`src/rtl/pwm_ramp_ctrl.sv`:
```
// ============================================================================
//  pwm_ramp_ctrl -- slews a PWM duty word toward a commanded target in
//  fixed-size steps at a programmable rate.  Rev 1.0
// ============================================================================
`default_nettype none

module pwm_ramp_ctrl #(
  parameter int R  = 10,
  parameter int RW = 16
) (
  input  logic          i_clk,
  input  logic          i_rst,
  input  logic          i_cmd_valid,
  output logic          o_cmd_ready,
  input  logic [R:0]    i_cmd_target,
  input  logic [R:0]    i_cmd_step,
  input  logic [RW-1:0] i_cmd_rate,
  input  logic          i_abort,
  output logic [R:0]    o_duty,
  output logic          o_busy,
  output logic          o_done
);

  typedef enum logic [0:0] {
    S_IDLE = 1'b0,
    S_RAMP = 1'b1
  } state_t;

  localparam logic [R:0] c_FULL = {1'b1, {R{1'b0}}};

  state_t        state_q, state_d;
  logic [R:0]    duty_q, duty_d;
  logic [R:0]    target_q, target_d;
  logic [R:0]    step_q, step_d;
  logic [RW-1:0] rate_q, rate_d;
  logic [RW-1:0] cnt_q, cnt_d;
  logic          done_q, done_d;

  logic          w_accept;
  logic [R:0]    w_tgt_clamp;
  logic [R+1:0]  w_sum;
  logic [R+1:0]  w_diff;
  logic [R:0]    w_next;

  assign o_cmd_ready = (state_q == S_IDLE) && !i_abort && !i_rst;
  assign w_accept    = i_cmd_valid && o_cmd_ready;
  assign w_tgt_clamp = (i_cmd_target > c_FULL) ? c_FULL : i_cmd_target;

  // One extra bit absorbs both the overflow of the sum and the borrow of the difference.
  assign w_sum  = {1'b0, duty_q} + {1'b0, step_q};
  assign w_diff = {1'b0, duty_q} - {1'b0, step_q};

  always_comb begin
    w_next = duty_q;
    if (target_q > duty_q) begin
      w_next = (w_sum > {1'b0, target_q}) ? target_q : w_sum[R:0];
    end else begin
      w_next = (w_diff[R+1] || (w_diff[R:0] < target_q)) ? target_q : w_diff[R:0];
    end
  end

  always_comb begin
    state_d  = state_q;
    duty_d   = duty_q;
    target_d = target_q;
    step_d   = step_q;
    rate_d   = rate_q;
    cnt_d    = cnt_q;
    done_d   = 1'b0;
    case (state_q)
      S_IDLE: begin
        if (w_accept) begin
          target_d = w_tgt_clamp;
          step_d   = (i_cmd_step == '0) ? {{R{1'b0}}, 1'b1} : i_cmd_step;
          rate_d   = i_cmd_rate;
          cnt_d    = '0;
          if (w_tgt_clamp != duty_q) begin
            state_d = S_RAMP;
          end else begin
            done_d = 1'b1;
          end
        end
      end
      S_RAMP: begin
        // Abort takes priority over any step falling due this cycle.
        if (i_abort) begin
          state_d = S_IDLE;
          cnt_d   = '0;
        end else if (cnt_q != rate_q) begin
          cnt_d = cnt_q + 1'b1;
        end else begin
          cnt_d  = '0;
          duty_d = w_next;
          if (w_next == target_q) begin
            state_d = S_IDLE;
            done_d  = 1'b1;
          end
        end
      end
      default: state_d = S_IDLE;
    endcase
  end

  always_ff @(posedge i_clk) begin
    if (i_rst) begin
      state_q  <= S_IDLE;
      duty_q   <= '0;
      target_q <= '0;
      step_q   <= '0;
      rate_q   <= '0;
      cnt_q    <= '0;
      done_q   <= 1'b0;
    end else begin
      state_q  <= state_d;
      duty_q   <= duty_d;
      target_q <= target_d;
      step_q   <= step_d;
      rate_q   <= rate_d;
      cnt_q    <= cnt_d;
      done_q   <= done_d;
    end
  end

  assign o_duty = duty_q;
  assign o_busy = (state_q == S_RAMP);
  assign o_done = done_q;

endmodule

`default_nettype wire
```
`config.mk`:
```
export PLATFORM = sky130hd
export DESIGN_NAME = pwm_ramp_ctrl
export DESIGN_NICKNAME = d
export VERILOG_FILES = /design/src/rtl/pwm_ramp_ctrl.sv
export SDC_FILE = /design/constraint.sdc
export NUM_CORES = 1
export LEC_CHECK = 0
export BUFFER_PORTS_ARGS = -buffer_cell sky130_fd_sc_hd__buf_2
export CORE_AREA = 2 2 140 142
export DETAILED_ROUTE_END_ITERATION = 8
export DIE_AREA = 0 0 142 144
export PLACE_DENSITY = 0.48
export SETUP_SLACK_MARGIN = 0.2
export SLEW_MARGIN = 20
export SYNTH_ARGS = -nofsm -noshare
export SYNTH_HDL_FRONTEND = slang
export SYNTH_SLANG_ARGS = --single-unit
```
`constraint.sdc`:
```
create_clock -name i_clk -period 4.2 [get_ports i_clk]
set_clock_uncertainty 0.05 [all_clocks]
set_input_delay 0.21 -clock i_clk [delete_from_list [all_inputs] [get_ports i_clk]]
set_output_delay 0.21 -clock i_clk [all_outputs]
set_load 0.01 [all_outputs]
```
**Word level (Yosys, flattened, before mapping)**

Index checks and enable logic that the tools add are counted.
Widths: inputs -> output; s select.

- Bits in registers: 67
- Memories kept: 0
- Word-level logic and storage cells: 51
- Output and inout bits: 14
- Bits in read-only memories: 0
- Bits in writable memories: 0
- Input port bits: 42
- Bits in latches: 0

- Equality and inequality tests: 4
- Bitwise operators: 3
- Multiplexer cells: 21
- Multiply operators: 0
- $lt $le $gt $ge: 4
- Shift-type cells: 0
- Add/sub/neg operators: 3
- Div/mod/pow operators: 0
- Reductions and logical operators: 9

Operators by type and width:

| kind | number |
|---|---|
| $mux 11 | 5 |
| $mux 16 | 3 |
| $pmux 16 s2 | 1 |
| $add 16x1->16 const B | 1 |
| $ne 16x16->1 | 1 |
| $add 11x11->12 | 1 |
| $gt 12x11->1 | 1 |
| $sub 11x11->12 | 1 |
| $eq 11x11->1 | 1 |
| $gt 11x11->1 | 1 |
| $gt 11x11->1 const B | 1 |
| $logic_not 11->1 | 1 |
| $lt 11x11->1 | 1 |
| $ne 11x11->1 | 1 |
| $mux 1 | 10 |
| $pmux 1 s2 | 2 |
| $logic_and 1x1->1 | 3 |
| $not 1->1 | 3 |
| $reduce_and 3->1 | 1 |
| $logic_not 1->1 | 2 |
| $ne 2x2->1 const B | 1 |
| $reduce_and 2->1 | 1 |
| $logic_or 1x1->1 | 1 |

**Logic depth before layout (Yosys ltp)**

Gate-level depths: netlist (run 1).

- Depth after elaboration: 10
- Depth in mapped cells: 20
- Mapped depth without buffers: 19

**Worst setup path before layout (run 1)**

OpenSTA, ideal clock, no wires.

- Path type: register -> register
- Start: register duty_q[4], in the netlist o_duty[4]
- End: register duty_q[6], in the netlist o_duty[6]
- Path slack: 0.367 ns
- Arrival: 3.651 ns
- Setup time: 0.132 ns
- Stages on the path, launching flop included: 20
- Path buffers: 2
- Data required time: 4.018 ns
- Clock period less this slack: 3.833 ns
- Cells stage by stage: dfxtp_1 -> ha_1 -> clkbuf_8 -> inv_1 -> a21oi_2 -> o311ai_1 -> a221oi_2 -> o21bai_1 -> a21oi_1 -> xnor2_1 -> ha_1 -> nand4_1 -> nor3_1 -> a21oi_1 -> a221o_1 -> or2_1 -> buf_6 -> o22a_1 -> o211ai_1 -> a21oi_1

- Longest elaborated chain between the ends: 5
- Elaborated cells between the ends (all ways): 9
- Classes of those cells: add/sub: 2; order compare: 3; mux: 3; reduce/logical: 1

RTL lines:

| what | RTL line | RTL |
|---|---|---|
| from (decl) | 32 | `logic [R:0] duty_q, duty_d;` |
| from (signal assigned) | 115 | `duty_q <= duty_d;` |
| $sub 11x11->12 | 51 | `assign w_diff = {1'b0, duty_q} - {1'b0, step_q};` |
| $lt 11x11->1 | 58 | `w_next = (w_diff[R+1] \|\| (w_diff[R:0] < target_q)) ? target_q : w_diff[R:0];` |
| $logic_or 1x1->1 | 58 |  |
| $mux 11 | 58 |  |
| $mux 11 * | 55 | `if (target_q > duty_q) begin` |

Mark *: on every way between the ends. The rest lies on a longest branch, timed or not.
A chain may end at the register's enable or synchronous reset.

**Final worst setup path (run 1)**

- Start: register duty_q[0], in the netlist o_duty[0]
- End: register state_q, in the netlist o_busy

- Longest elaborated chain between the ends: 10
- Elaborated cells between the ends (all ways): 17
- Classes of those cells: add/sub: 2; order compare: 3; eq/ne: 2; mux: 9; reduce/logical: 1

RTL lines:

| what | RTL line | RTL |
|---|---|---|
| $sub 11x11->12 | 51 |  |
| $lt 11x11->1 | 58 |  |
| $logic_or 1x1->1 | 58 |  |
| $mux 11 | 58 |  |
| $mux 11 | 55 |  |
| $eq 11x11->1 | 94 | `if (w_next == target_q) begin` |
| $mux 1 | 94 |  |
| $mux 1 | 89 | `end else if (cnt_q != rate_q) begin` |
| $mux 1 | 86 | `if (i_abort) begin` |
| $pmux 1 s2 * | 70 | `case (state_q)` |
| to (signal assigned) | 114 | `state_q <= state_d;` |
| to (decl) | 31 | `state_t state_q, state_d;` |

Marks and branches as above.

==> results.json, run 1 <==
{
  "syn_inst": 717,
  "io-pin-count": 56,
  "status": "finished clean",
  "power_mw": 2.26,
  "cts_tree": "yes",
  "core.rowCount": 51,
  "groute.layer.met2.usage": 0.295,
  "min_path_cells": 3,
  "grt_setup_unrepaired": "yes",
  "syn_area_mm2": 0.00561,
  "grt_util_all_layers": 0.183,
  "worst_skew_pair.late_latency_ns": 0.35,
  "crit_fanout": 6,
  "cts_root_buf": "clkbuf_16",
  "post-route-min-period_ns": 3.92,
  "power.switching_uw": 749,
  "syn_nets": 816,
  "synthArstFlopShare": 0,
  "grt_max_degree": 49,
  "required_ns": 4.38,
  "max_slew_margin": 0.478,
  "gr-total-overflow": 0,
  "pwr-share-clk": 0.391,
  "pwr-share-seq": 0.297,
  "synthDistinctLibCells": 80,
  "antenna_found_initial": 0,
  "cts_buffers": 9,
  "dpl.cell_count": 1010,
  "die_area_mm2": 0.0204,
  "coreArea_mm2": 0.0191,
  "dp.final_hpwl_um": 14100,
  "drc": 0,
  "report.final.hold_viol_count": 0,
  "reg2reg_depth": 20,
  "seq_area_frac_synth": 0.239,
  "layout_common_cells": "nand2_1 (90), nor2_1 (63), a21oi_1 (61), dfxtp_1 (59), buf_2 (56)",
  "yosys.area.top_type": "dfxtp_1",
  "switching_share": 0.332,
  "syn2layout_area_growth_pct": 25.2,
  "synth-seq-cells": 67,
  "viasPerCell": 5.12,
  "clock_path_buffers": 2,
  "drtIter0Drc": 333,
  "antenna_cells": 0,
  "final_common_cell": "nand2_1",
  "globalplace.congestion": 0.880,
  "use_met1": 0.254,
  "die_y_um": 144,
  "p_leak_nw": 3.00,
  "startpoint_type": "flip-flop",
  "wl_per_cell_um": 17.5,
  "final_max_slew_viol_count": 0,
  "synthTopCellsByArea": "dfxtp_1 (24%), ha_1 (12%), nand2_1 (6.2%), a21oi_1 (5.8%), xor2_1 (4.7%)",
  "io_buffers": 55,
  "cts_hold_buf": 0,
  "ir_worst_vdd_mv": 0.181,
  "p_int_mw": 1.51,
  "fmax_mhz": 255,
  "use_met3": 0.0212,
  "period_share": 0.933,
  "final_nets": 907,
  "clock_sinks": 67,
  "power_density_mw_per_mm2": 321,
  "clk_pin_slew_ns": 0.07,
  "worstMarginPinSlew_ns": 0.775,
  "power_frac_comb": 0.313,
  "endpoint_kind": "flip-flop",
  "synthFlopType": "dfxtp_1",
  "synthDominantCellAreaShare": 0.239,
  "htreeDepth": 3,
  "fp.dieW_um": 142,
  "grt_pass1_wl_um": 28800,
  "setup_viol": 0,
  "maxCapViolCount": 0,
  "avgSynthCellArea_um2": 7.83,
  "initial_core_util": 0.294,
  "ant_nets": 0,
  "stdcell_count": 1051,
  "dr.pass1.iters": 5,
  "first_global_vias": 5150,
  "arrival_ns": 4.10,
  "synth_edf_count": 0,
  "drt-total-wl_um": 18400,
  "num_vias": 5383,
  "critPathKind": "flip-flop to flip-flop",
  "synth_warnings": 0,
  "hp-class": "input port to flip-flop",
  "drive_above_1_share": 0.248,
  "grt-busiest-layer": "met2"
}
[metal layers]
| layer | vias up | share of wire |
|---|---|---|
| met5 | - | 0 |
| met4 | 0 | 0.017 |
| met3 | 17 | 0.036 |
| met2 | 113 | 0.47 |
| met1 | 2536 | 0.48 |
| li1 | 2717 | - |
[flip-flops by register name (all words and copies together), names as in the netlist]
signal    flops
cnt_q        16
o_busy        1
o_done        1
o_duty       11
rate_q       16
step_q       11
target_q     11
[cell type report]
class                   count  area [µm²]
fillers                  2002       12100
multi-input cells         568        4120
flip-flops and latches     67        1360
repair buffers            115         738
well taps                 238         298
clock buffers               9         225
inverters                  47         184
clock inverters             7         108
[cell families after synthesis]
group                      after synthesis  synth area share
buffers and inverters                   82            0.0705
DFF                                     67             0.239
AOI/OAI and AO/OA                      190             0.238
xor gates and xnor gates                61             0.101
adders and majority gates               57             0.130
muxes                                    4           0.00736
and+or+nand+nor                        256             0.214
[final timing paths]
path	startpoint	to	slack (ns)
max reg2reg	o_duty[0]	o_busy	0.28
min reg2reg	rate_q[7]	rate_q[7]	0.42
max	o_duty[0]	o_busy	0.28
min	i_cmd_step[5]	step_q[5]	0.02
[repair_timing]
item / CTS / global route
gates resized for setup: 13 / 57
endpoints found under the hold margin: 0 / 0
setup endpoints to repair: 13 / 13
pin swaps: 5 / 41
gates cloned: 0 / 1
buffers inserted: 3 / 21
[per-stage QoR]
step                hold slack, ns   util  cell area, µm²  setup TNS (ns)  setup WS [ns]
global placement             0.373  0.327            6230          -0.236        -0.0753
floorplan                    0.268      -            5610               0          0.367
detailed placement           0.377  0.327            6230          -0.136        -0.0551
CTS                         0.0102  0.349            6660               0          0.196
global route                0.0237  0.368            7030               0          0.116
finish                      0.0154  0.368            7030               0          0.280
[worst max-delay path: stages (launching register included)]
cell and delay (ns):
dfxtp_2 0.33, buf_6 0.13, inv_6 0.05, ha_4 0.12, inv_2 0.04, fa_2 0.42
a211oi_4 0.35, o21bai_4 0.13, nand2_2 0.10, nor2_4 0.04, a2111oi_4 0.33, ha_1 0.32
a21oi_2 0.14, nor2b_1 0.05, o21ai_1 0.13, o21ai_1 0.08, a211o_1 0.27, nand3_4 0.13
buf_4 0.13, a31oi_1 0.07, o311a_1 0.38
[cell usage after synthesis, types with 14 or more instances]
cell and n:
nand2_1 92, xor2_1 30, xnor2_1 29, dfxtp_1 67, a21oi_1 65, nor2_1 66
ha_1 55, o211ai_1 15, nand4_1 14, o21ai_0 26, clkbuf_1 15, inv_1 46
nor3_1 17
[power by group through the flow]
stage	Combinational [mW]	Clock [mW]	Sequential [mW]
after floorplan	0.421	0	0.678
after global placement	0.601	0	0.683
after detailed placement	0.595	0	0.684
after CTS	0.619	0.899	0.670
after global routing	0.764	0.931	0.672
final	0.705	0.881	0.669
No activity file was read; power rests on OpenSTA's default activity.
==> inputs of run 2 (changes only) <==
Settings changed: CTS_CLUSTER_DIAMETER set to 40, RECOVER_POWER set to 25.
==> run 2 against run 1 <==
- the flow now finishes with violations (max-capacitance violations)
- sequential power about the same
- hold slack improved by 0.00095 ns
- register-to-register slack worse by 0.02 ns
- first-iteration DRC count shrank 6.0%
- critical path type unchanged
- largest power group unchanged
==> results.json, run 2 (same netlist as run 1, synthesis figures left out) <==
{
  "status": "complete, but fails checks",
  "violations": "max-capacitance violations",
  "arrival_ns": 4.12,
  "final_max_slew_viol_count": 0,
  "cp_common_cell": "o21ai_1",
  "final_common_cell": "nand2_1",
  "p_leak_nw": 2.95,
  "max_slew_margin": 0.000847,
  "io_buffers": 55,
  "clk_pin_slew_ns": 0.07,
  "endpoint_kind": "flip-flop",
  "worstMarginPinSlew_ns": 1.50,
  "drc": 0,
  "clock_path_buffers": 2,
  "dp.final_hpwl_um": 14100,
  "hold_path_end": "step_q[5]",
  "regToRegEndpoint": "o_busy",
  "grt_util_all_layers": 0.183,
  "grt_max_degree": 49,
  "ir_worst_vdd_mv": 0.181,
  "post-route-min-period_ns": 3.94,
  "period_share": 0.937,
  "syn2layout_area_growth_pct": 24.8,
  "io-pin-count": 56,
  "hp-class": "input port to flip-flop",
  "core.rowCount": 51,
  "fp.dieW_um": 142,
  "power_density_mw_per_mm2": 322,
  "drt-total-wl_um": 18500,
  "slowest_stage": "fa_2",
  "required_ns": 4.38,
  "drive_above_1_share": 0.230,
  "r2r_setup_slack_ns": 0.26,
  "viasPerCell": 5.12,
  "antenna_cells": 0,
  "cts_hold_buf": 0,
  "fmax_mhz": 254,
  "max_stage_delay_ns": 0.42,
  "final_nets": 907,
  "clock_sinks": 67,
  "dr.pass1.iters": 5,
  "num_vias": 5381,
  "layout_common_cells": "nand2_1 (90), nor2_1 (63), dfxtp_1 (63), a21oi_1 (61), buf_4 (53)",
  "first_global_vias": 5150,
  "reg2reg_depth": 20,
  "startpoint_type": "flip-flop",
  "gr-total-overflow": 0,
  "die_area_mm2": 0.0204,
  "worstPathCellList": "buf_6 -> inv_6 -> ha_4 -> inv_2 -> fa_2 -> a211oi_4 -> o21bai_4 -> nand2_2 -> nor2_4 -> a2111oi_4 -> ha_1 -> a21oi_2 -> nor2b_1 -> o21ai_1 -> o21ai_1 -> a211o_1 -> nand3_4 -> buf_4 -> a31oi_1 -> o311a_1",
  "reg_top3": "cnt_q x16, rate_q x16",
  "min_path_cells": 3,
  "htreeDepth": 3,
  "hold_path.startpoint": "i_cmd_step[5]",
  "critPathKind": "flip-flop to flip-flop",
  "antenna_found_initial": 0,
  "initial_core_util": 0.294,
  "final_util": 0.367,
  "grt_setup_unrepaired": "yes",
  "worst_skew_pair.late_latency_ns": 0.35,
  "die_y_um": 144,
  "ant_nets": 0,
  "coreArea_mm2": 0.0191,
  "power_mw": 2.26,
  "cts_tree": "yes",
  "grt_pass1_wl_um": 28800,
  "setup_viol": 0,
  "crit_fanout": 6,
  "cts_buffers": 9,
  "rr_startpoint": "o_duty[0]",
  "globalplace.congestion": 0.880,
  "drtIter0Drc": 313,
  "stdcell_count": 1051,
  "maxCapViolCount": 1,
  "dpl.cell_count": 1010,
  "dp_slack_ns": -0.0551,
  "cts_root_buf": "clkbuf_16",
  "wl_per_cell_um": 17.6,
  "fin_ws_ns": 0.264,
  "report.final.hold_viol_count": 0
}
[run 2: critical path, delay by kind of cell (launching register included)]
kind | cells | cell delay (ns)
compound gates | 9 | 1.88
simple gates | 4 | 0.32
fa+ha+maj | 3 | 0.86
buf+inv | 4 | 0.36
flops | 1 | 0.33
[run 2: routing by layer]
metal	vias up	wire length, µm	track usage
met3	17	797	0.0212
met5	-	0	0
met4	0	311	0.0579
met1	2516	8770	0.254
li1	2716	-	-
met2	132	8580	0.295
[run 2: per-stage QoR]
step	setup TNS (ns)	hold WS (ns)	instance area (µm²)
3_5_place_dp	-0.136	0.377	6230
5_1_grt	0	0.0237	7000
2_1_floorplan	0	0.268	5610
6_report	0	0.0163	7000
4_1_cts	0	0.0102	6660
3_3_place_gp	-0.236	0.373	6230
[run 2: layout make-up]
type	count	area, µm²
clock inverters	7	108
repair buffers	115	719
multi-input cells	568	4120
flip-flops and latches	67	1350
well taps	238	298
clock buffers	9	225
inverters	47	184
fillers	2002	12100
[run 2: where the power goes]
group          switching, mW  leakage (nW)  internal [mW]  total, mW
logic                  0.383          2.24          0.322      0.705
clock network          0.348         0.160          0.533      0.881
registers             0.0190         0.545          0.650      0.669
[run 2: timing repair]
item | CTS | global route
setup endpoints to repair | 13 | 13
pin swaps | 5 | 41
gates cloned | 0 | 1
setup buffers | 3 | 21
resized for setup | 13 | 57
hold endpoints to repair | 0 | 0
[run 2: worst max path at each step]
stage / startpoint / endpoint / slack (ns) / cells past startpoint
final: o_duty[0] / o_busy / 0.26 / 20
after global routing: o_duty[1] / o_duty[4] / 0.04 / 18
after CTS: o_duty[0] / o_duty[0] / 0.20 / 21
after detailed placement: o_duty[0] / o_duty[0] / -0.06 / 21
after global placement: o_duty[0] / o_duty[0] / -0.08 / 21
after floorplan: o_duty[4] / o_duty[6] / 0.37 / 19
